<file path="config.mk">
export PLATFORM = sky130hd
export DESIGN_NAME = memory_access_stage
export DESIGN_NICKNAME = d
export VERILOG_FILES = /design/src/rtl/memory_access_stage.sv
export SDC_FILE = /design/constraint.sdc
export NUM_CORES = 1
export LEC_CHECK = 0
export ABC_AREA = 0
export CAP_MARGIN = 40
export CORE_AREA = 2 2 99 101
export CTS_BUF_LIST = sky130_fd_sc_hd__clkbuf_4
export DETAILED_ROUTE_END_ITERATION = 8
export DIE_AREA = 0 0 101 103
export PLACE_DENSITY = 0.9
export SLEW_MARGIN = 15
export SYNTH_ARGS = -nofsm -noshare
export SYNTH_HDL_FRONTEND = slang
export SYNTH_SLANG_ARGS = --single-unit
</file>
<file path="constraint.sdc">
create_clock -name clk_i -period 5.3 [get_ports clk_i]
set_input_delay 1.06 -clock clk_i [delete_from_list [all_inputs] [get_ports clk_i]]
set_output_delay 1.06 -clock clk_i [all_outputs]
set_load 0.03 [all_outputs]
</file>
<file path="src/rtl/memory_access_stage.sv">
// rtl/memory_access_stage.sv - M stage: load/store bus access, alignment, stall and fault reporting
//
// Purpose: takes the E/M register contents, issues one data-bus transaction per aligned
// load/store, aligns and extends load data, and stalls the pipe while the transaction is open.
// Ports:
//   clk_i, rst_n                 clock, asynchronous active-low reset
//   ED_*_i                       E/M register fields (ops, address/ALU result, store data, rd)
//   data_req_o/we/addr/be/wdata  bus request side; data_gnt_i accepts it
//   data_rvalid_i/rdata/err      bus response side
//   M_stall_o                    freeze upstream stages and the E/M register
//   M_result_o/need_dstE/dstE    write-back / forwarding value
//   M_fault_o                    one-cycle fault pulse (misalign, bus error, timeout)
module memory_access_stage #(
   parameter int XLEN     = 32,
   parameter int MAX_WAIT = 15
) (
   input  logic            clk_i,
   input  logic            rst_n,
   input  logic [2:0]      ED_load_op_i,
   input  logic [1:0]      ED_store_op_i,
   input  logic [XLEN-1:0] ED_valE_i,
   input  logic [XLEN-1:0] ED_rs2_data_i,
   input  logic            ED_need_dstE_i,
   input  logic [4:0]      ED_dstE_i,
   input  logic            ED_commit_i,
   output logic            data_req_o,
   output logic            data_we_o,
   output logic [XLEN-1:0] data_addr_o,
   output logic [3:0]      data_be_o,
   output logic [XLEN-1:0] data_wdata_o,
   input  logic            data_gnt_i,
   input  logic            data_rvalid_i,
   input  logic [XLEN-1:0] data_rdata_i,
   input  logic            data_err_i,
   output logic            M_stall_o,
   output logic [XLEN-1:0] M_result_o,
   output logic            M_need_dstE_o,
   output logic [4:0]      M_dstE_o,
   output logic            M_fault_o
);

   localparam logic [7:0] LP_MAX_WAIT = 8'(MAX_WAIT);
   localparam logic [1:0] SZ_B = 2'd0;
   localparam logic [1:0] SZ_H = 2'd1;
   localparam logic [1:0] SZ_W = 2'd2;

   // REQ is not a separate state: it is IDLE while an aligned access is presented.
   typedef enum logic [1:0] {S_IDLE = 2'd0, S_WAIT = 2'd1, S_RESP = 2'd2} state_t;

   state_t            r_state;
   state_t            w_state_nxt;
   logic [7:0]        r_wait_cnt;
   logic [XLEN-1:0]   r_rdata;
   logic              r_err;
   logic              r_timeout;

   logic              w_is_load;
   logic              w_is_store;
   logic              w_mem_op;
   logic [1:0]        w_size;
   logic              w_misalign;
   logic              w_access;
   logic              w_stall;
   logic [7:0]        w_cnt_inc;
   logic              w_timeout_hit;
   logic              w_resp_fault;
   logic [7:0]        w_byte;
   logic [15:0]       w_half;
   logic [XLEN-1:0]   w_load_data;

   // Load wins if the decoder ever sets both op fields.
   assign w_is_load  = ED_commit_i & (ED_load_op_i >= 3'd1) & (ED_load_op_i <= 3'd5);
   assign w_is_store = ED_commit_i & ~w_is_load & (ED_store_op_i != 2'd0);
   assign w_mem_op   = w_is_load | w_is_store;

   always_comb begin
      w_size = SZ_W;
      if (w_is_load) begin
         case (ED_load_op_i)
            3'd1, 3'd4: w_size = SZ_B;
            3'd2, 3'd5: w_size = SZ_H;
            default:    w_size = SZ_W;
         endcase
      end else begin
         case (ED_store_op_i)
            2'd1:    w_size = SZ_B;
            2'd2:    w_size = SZ_H;
            default: w_size = SZ_W;
         endcase
      end
   end

   assign w_misalign = w_mem_op & (((w_size == SZ_H) & ED_valE_i[0]) |
                                   ((w_size == SZ_W) & (ED_valE_i[1:0] != 2'b00)));
   assign w_access   = w_mem_op & ~w_misalign;

   assign w_stall       = ((r_state == S_IDLE) & w_access) | (r_state == S_WAIT);
   assign w_cnt_inc     = r_wait_cnt + 8'd1;
   assign w_timeout_hit = (w_cnt_inc >= LP_MAX_WAIT);
   assign w_resp_fault  = r_err | r_timeout;

   // State register
   always_ff @(posedge clk_i or negedge rst_n) begin
      if (!rst_n) r_state <= S_IDLE;
      else        r_state <= w_state_nxt;
   end

   // Next-state logic; a real response beats a timeout hitting in the same cycle.
   always_comb begin
      w_state_nxt = r_state;
      case (r_state)
         S_IDLE: begin
            if (w_access) begin
               if (w_timeout_hit)   w_state_nxt = S_RESP;
               else if (data_gnt_i) w_state_nxt = S_WAIT;
            end
         end
         S_WAIT: begin
            if (data_rvalid_i || w_timeout_hit) w_state_nxt = S_RESP;
         end
         S_RESP:  w_state_nxt = S_IDLE;
         default: w_state_nxt = S_IDLE;
      endcase
   end

   // Wait counter and captured response
   always_ff @(posedge clk_i or negedge rst_n) begin
      if (!rst_n) begin
         r_wait_cnt <= 8'd0;
         r_rdata    <= '0;
         r_err      <= 1'b0;
         r_timeout  <= 1'b0;
      end else begin
         if (r_state == S_RESP || w_state_nxt == S_RESP) r_wait_cnt <= 8'd0;
         else if (w_stall)                              r_wait_cnt <= w_cnt_inc;

         if (r_state == S_WAIT && data_rvalid_i) begin
            r_rdata   <= data_rdata_i;
            r_err     <= data_err_i;
            r_timeout <= 1'b0;
         end else if (w_stall && w_timeout_hit) begin
            r_err     <= 1'b0;
            r_timeout <= 1'b1;
         end
      end
   end

   // Load alignment from the captured word
   always_comb begin
      case (ED_valE_i[1:0])
         2'd0:    w_byte = r_rdata[7:0];
         2'd1:    w_byte = r_rdata[15:8];
         2'd2:    w_byte = r_rdata[23:16];
         default: w_byte = r_rdata[31:24];
      endcase
      w_half = ED_valE_i[1] ? r_rdata[31:16] : r_rdata[15:0];
      case (ED_load_op_i)
         3'd1:    w_load_data = {{24{w_byte[7]}}, w_byte};
         3'd4:    w_load_data = {24'd0, w_byte};
         3'd2:    w_load_data = {{16{w_half[15]}}, w_half};
         3'd5:    w_load_data = {16'd0, w_half};
         default: w_load_data = r_rdata;
      endcase
   end

   // Outputs; control outputs are forced quiet while reset is held.
   always_comb begin
      data_req_o   = rst_n & (r_state == S_IDLE) & w_access;
      data_we_o    = w_is_store;
      data_addr_o  = {ED_valE_i[XLEN-1:2], 2'b00};
      case (w_size)
         SZ_B:    data_be_o = 4'b0001 << ED_valE_i[1:0];
         SZ_H:    data_be_o = ED_valE_i[1] ? 4'b1100 : 4'b0011;
         default: data_be_o = 4'b1111;
      endcase
      case (ED_store_op_i)
         2'd1:    data_wdata_o = {4{ED_rs2_data_i[7:0]}};
         2'd2:    data_wdata_o = {2{ED_rs2_data_i[15:0]}};
         default: data_wdata_o = ED_rs2_data_i;
      endcase
      M_stall_o = rst_n & w_stall;
      M_fault_o = rst_n & (((r_state == S_IDLE) & w_misalign) |
                           ((r_state == S_RESP) & w_resp_fault));
      M_dstE_o  = ED_dstE_i;

      M_result_o    = ED_valE_i;
      M_need_dstE_o = ED_need_dstE_i;
      if (w_is_store) begin
         M_need_dstE_o = 1'b0;
      end else if (w_is_load) begin
         if (r_state == S_RESP) begin
            M_result_o    = w_load_data;
            M_need_dstE_o = ED_need_dstE_i & ~w_resp_fault;
         end else begin
            M_need_dstE_o = 1'b0;
         end
      end
   end

endmodule
</file>
Word level (Yosys, flattened, before mapping)
Cells that the tools add are included.
{"block": "word_totals", "reg_bits": 44, "inputBits": 113, "output_inout_bits": 110}
{"block": "classes", "addsub": 1, "n_lt_le_gt_ge": 3, "n_eq_ne": 13, "shifts": 1, "n_mux": 26, "bitwise_logic": 24, "reduce_logical": 13}
{"operator": "$pmux W32 S4", "n": 1}
{"operator": "$mux W32", "n": 3}
{"operator": "$pmux W32 S2", "n": 1}
{"operator": "$pmux W8 S3", "n": 1}
{"operator": "$and A1 B1 Y1", "n": 16}
{"operator": "$mux W16", "n": 1}
{"operator": "$mux W8", "n": 2}
{"operator": "$pmux W2 S2", "n": 3}
{"operator": "$eq A2 B2 Y1 const B", "n": 5}
{"operator": "$mux W2", "n": 5}
{"operator": "$add A8 B1 Y8 const B", "n": 1}
{"operator": "$eq A2 B1 Y1 const B", "n": 4}
{"operator": "$ge A8 B4 Y1 const B", "n": 1}
{"operator": "$pmux W4 S2", "n": 1}
{"operator": "$reduce_bool A2 Y1", "n": 4}
{"operator": "$mux W1", "n": 7}
{"operator": "$eq A3 B3 Y1 const B", "n": 2}
{"operator": "$logic_not A2 Y1", "n": 3}
{"operator": "$or A1 B1 Y1", "n": 5}
{"operator": "$mux W4", "n": 1}
{"operator": "$reduce_or A2 Y1", "n": 2}
{"operator": "$shl A1 B2 Y4 const A", "n": 1}
{"operator": "$eq A3 B1 Y1 const B", "n": 1}
{"operator": "$eq A3 B2 Y1 const B", "n": 1}
{"operator": "other kinds (5)", "n": 9}

Logic depth before layout (Yosys ltp)
{"block": "depth", "word_depth": 15, "ltp_mapped": 10, "ltp_nobuf": 8}

Least setup slack after synthesis
OpenSTA, ideal clock, no wires.
{"block": "synth_timing", "path_kind": "input -> output", "startpoint": "input port ED_store_op_i[0]", "endpoint": "output port M_fault_o", "arrival_ns": 3.530, "required_ns": 4.240, "slack_ns": 0.710, "path_stages": 9, "path_cell_list": "inv_1 > ha_1 > buf_6 > or4_1 > o211a_2 > a211oi_1 > a31oi_1 > o31a_1 > nor3b_1"}
{"block": "synth_via", "elab_chain_len": 10}
{"item": "start, declared", "line_no": "20", "source": "input logic [1:0] ED_store_op_i,"}
{"item": "$eq A2 B2 Y1 or $eq A2 B1 Y1 (tied branches)", "line_no": "85", "source": "case (ED_store_op_i)"}
{"item": "$pmux W2 S2", "line_no": "85"}
{"item": "$mux W2", "line_no": "78", "source": "if (w_is_load) begin"}
{"item": "$eq A2 B1 Y1 or $eq A2 B2 Y1 (tied branches)", "line_no": "93, 94"}
{"item": "$and A1 B1 Y1 (on tied branches)", "line_no": "93, 94"}
{"item": "$or A1 B1 Y1", "line_no": "93", "source": "assign w_misalign = w_mem_op & (((w_size == SZ_H) & ED_valE_i[0]) |"}
{"item": "$and A1 B1 Y1 (*)", "line_no": "93"}
{"item": "$and A1 B1 Y1 (*)", "line_no": "182", "source": "M_fault_o = rst_n & (((r_state == S_IDLE) & w_misalign) |"}
{"item": "$or A1 B1 Y1 (*)", "line_no": "182"}
{"item": "$and A1 B1 Y1 (*)", "line_no": "182"}
{"item": "end, declared", "line_no": "39", "source": "output logic M_fault_o"}
Every way passes the cells marked *; elsewhere a longest branch is shown, timed or not.

Worst setup path in the final report
Same ends and word-level chain as after synthesis.

==> results.cfg <==
[sta]
final.setup.worst_slack_ns = 0.3874
hold_violations = 0
worst_pin_slew_ns = 0.6012
tns_ns = 0
slew_viol_final = 0
holdWs_ns = 0.5362
finalSetupViolations = 0
slew_headroom_pct = 59.77
fmaxAchievable_ghz = 0.2036
finalCritPeriodShare_pct = 92.69
fin_worst_skew_ns = 0.01711
fin_crit_ns = 4.913
rsz0062_at_grt = no

[finish]
post-route-util_pct = 60.20
final.fill_count = 793
diodes = 0
multi_input_area_mm2 = 0.002125
areaGrowthSynthToFinish_pct = 51.65
fin_nets = 724
register_area_mm2 = 0.001101
fin_area_mm2 = 0.005694
stdcell_count = 720
drive_above_1_share_pct = 14.19

[place]
gp_congestion = 0.8465
dpl_cell_area_mm2 = 0.005649
portBuffers = 210
place_ws_ns = 0.3780
dp_cells = 713
dp_hpwl_mm = 10.81

[clock_network]
cts-buffers-inserted = 5
cts_root_buf = clkbuf_4
clk_pin_slew_ns = 0.11
h-tree-depth = 2
cts_tree = done
cts_setup_buffers = 0
cts_max_path_buffers = 2
cts_sinks = 44
postCtsResizedCells = 0
ctsHoldBuffers = 0
clk_latency_ns = 0.35

[power_and_ir_drop]
p_clk_share_pct = 9.3
ir_drop_uv = 207.6
switching_share_pct = 41.15
power_mw = 1.636
p_comb_share_pct = 52.1
share_seq_of_total_power_pct = 38.6
cellPowerDensity_mw_per_mm2 = 287.4
p_int_uw = 963.0
power_switching_uw = 673.3
p_leak_nw = 2.392

[synthesis]
yosysMostFrequentCell = nor2_1
synth_top_area_share_pct = 29.32
ys_ff_latch = 44
yosys.cell_types.count = 50
synth_edf_count = 0
yosysTopAreaCell = dfrtp_1
syn_inst = 451
ys_seq_area_share_pct = 29.32
yosys-top-cells-area = dfrtp_1 (29%), mux2_2 (10%), buf_4 (9.0%)
yosysWarnings = 0
dominantRegCellSynth = dfrtp_1
syn_avg_cell_area_um2 = 8.326
synth-async-reset-ratio_pct = 100.0
yosys-top-cells-count = nor2_1 (49), nand2_1 (47), buf_4 (45), dfrtp_1 (44), a21oi_1 (37)
syn-cell-area_mm2 = 0.003755

[status]
status = completed

[routing]
drt_iter0_markers = 240
postRouteAntennaNets = 0
routedWlPerCell_um = 18.81
firstDrtPassIters = 5
vias_per_cell = 5.629
drt-total-wl_mm = 13.54
drc_errors = 0
via_count = 4053

[floorplanning]
core_mm2 = 0.009459
io-pin-count = 223
dieWidth_um = 101
die_area_mm2 = 0.01040
die_y_um = 103
rows = 36
initial_core_util_pct = 39.70

[run]
maxCapViolCount = 0

[global_routing]
grt_max_degree = 47
track_usage_pct = 24.28
antenna_found_initial = 0
grt_pass1_wl_mm = 19.70
first_global_vias = 3913
grt_overflow = 0

[critical_path]
crit_path_max_incr_delay_ns = 0.52
endpoint_kind = primary output
path_buf_inv = 3
reg2reg_from = r_wait_cnt[0]$_DFFE_PN0P_
worstSetupPathType = input port to primary output
crit_chain = clkdlybuf4s50_1 > inv_1 > ha_1 > or4_1 > o211a_2 > a211oi_1 > a31oi_1 > o31a_1 > nor3b_1 > buf_12
cp_top_family = simple AND/OR/NAND/NOR gates
arrival_ns = 3.85
crit_path_start_kind = input port
crit_fanout = 8
slowest_stage = clkdlybuf4s50_1
worst_ep_required_time_ns = 4.24
crit_start = ED_store_op_i[0]

[min_path]
hold_path_class = flip-flop to flip-flop
holdCritStartpoint = r_timeout$_DFFE_PN0P_
-- routing by layer --
| metal | global-route usage [%] | up-vias | share of wire, % |
|---|---|---|---|
| li1 | - | 1862 | - |
| met1 | 26.97 | 1952 | 37 |
| met2 | 45.69 | 205 | 52 |
| met3 | 4.339 | 34 | 7.7 |
| met4 | 10.08 | 0 | 3.5 |
| met5 | 0 | - | 0 |
-- area by class of cell --
cell class,count,share of cell area [%]
Clock inverter,2,0.1318
Timing Repair Buffer,225,39.07
Sequential cell,44,19.34
Multi-Input combinational cell,315,37.31
Clock buffer,5,0.6592
Tap cell,114,2.505
Inverter,15,0.9888
-- sequential cells by signal (all words and copies together) (netlist names) --
signal,cells
r_rdata,32
r_wait_cnt,8
r_state,2
r_err,1
r_timeout,1
-- kinds of logic after synthesis --
kind of cell / count (synthesis) / synth area share, %
AO/OA/AOI/OAI: 119 / 21.16
XOR/XNOR: 3 / 0.6999
adder cells (fa/ha/maj): 5 / 1.666
buffers and inverters: 93 / 14.19
flip-flops: 44 / 29.32
multiplexers: 44 / 14.90
other: 1 / 0.09987
AND/OR/NAND/NOR: 142 / 17.96
-- cells in the final DEF (no fill, tap or decap), drive strengths merged, types with 3 or more instances in the layout --
cell type,n
clkdlybuf4s50,192
nor2,49
nand2,47
dfrtp,44
a21oi,37
mux2,35
buf,33
a22oi,23
inv,15
o21ai,12
o22ai,11
a31oi,11
a22o,8
and2,8
nand2b,6
nor3b,6
and3,6
mux4,6
nor2b,5
ha,5
clkbuf,5
o21a,4
xnor2,3
mux2i,3
-- power groups by stage --
| stage | registers [mW] | clock network, mW | logic (mW) |
|---|---|---|---|
| 2_1_floorplan | 0.573 | 0 | 0.571 |
| 3_3_place_gp | 0.614 | 0 | 0.822 |
| 3_5_place_dp | 0.631 | 0 | 0.851 |
| 4_1_cts | 0.624 | 0.157 | 0.854 |
| 5_1_grt | 0.651 | 0.168 | 0.909 |
| 6_report | 0.632 | 0.151 | 0.853 |
-- worst paths after layout --
kind / to / slack [ns] / depth (start not counted)
max reg2reg: r_wait_cnt[5]$_DFFE_PN0P_ / 3.26 / 7
min: r_timeout$_DFFE_PN0P_ / 0.54 / 1
min in group asynchronous: r_wait_cnt[4]$_DFFE_PN0P_ / 0.83 / 2
max in group asynchronous: r_wait_cnt[0]$_DFFE_PN0P_ / 4.08 / 2
max: M_fault_o / 0.39 / 10
min reg2reg: r_timeout$_DFFE_PN0P_ / 0.54 / 1
Power figures use the tool's default switching activity.
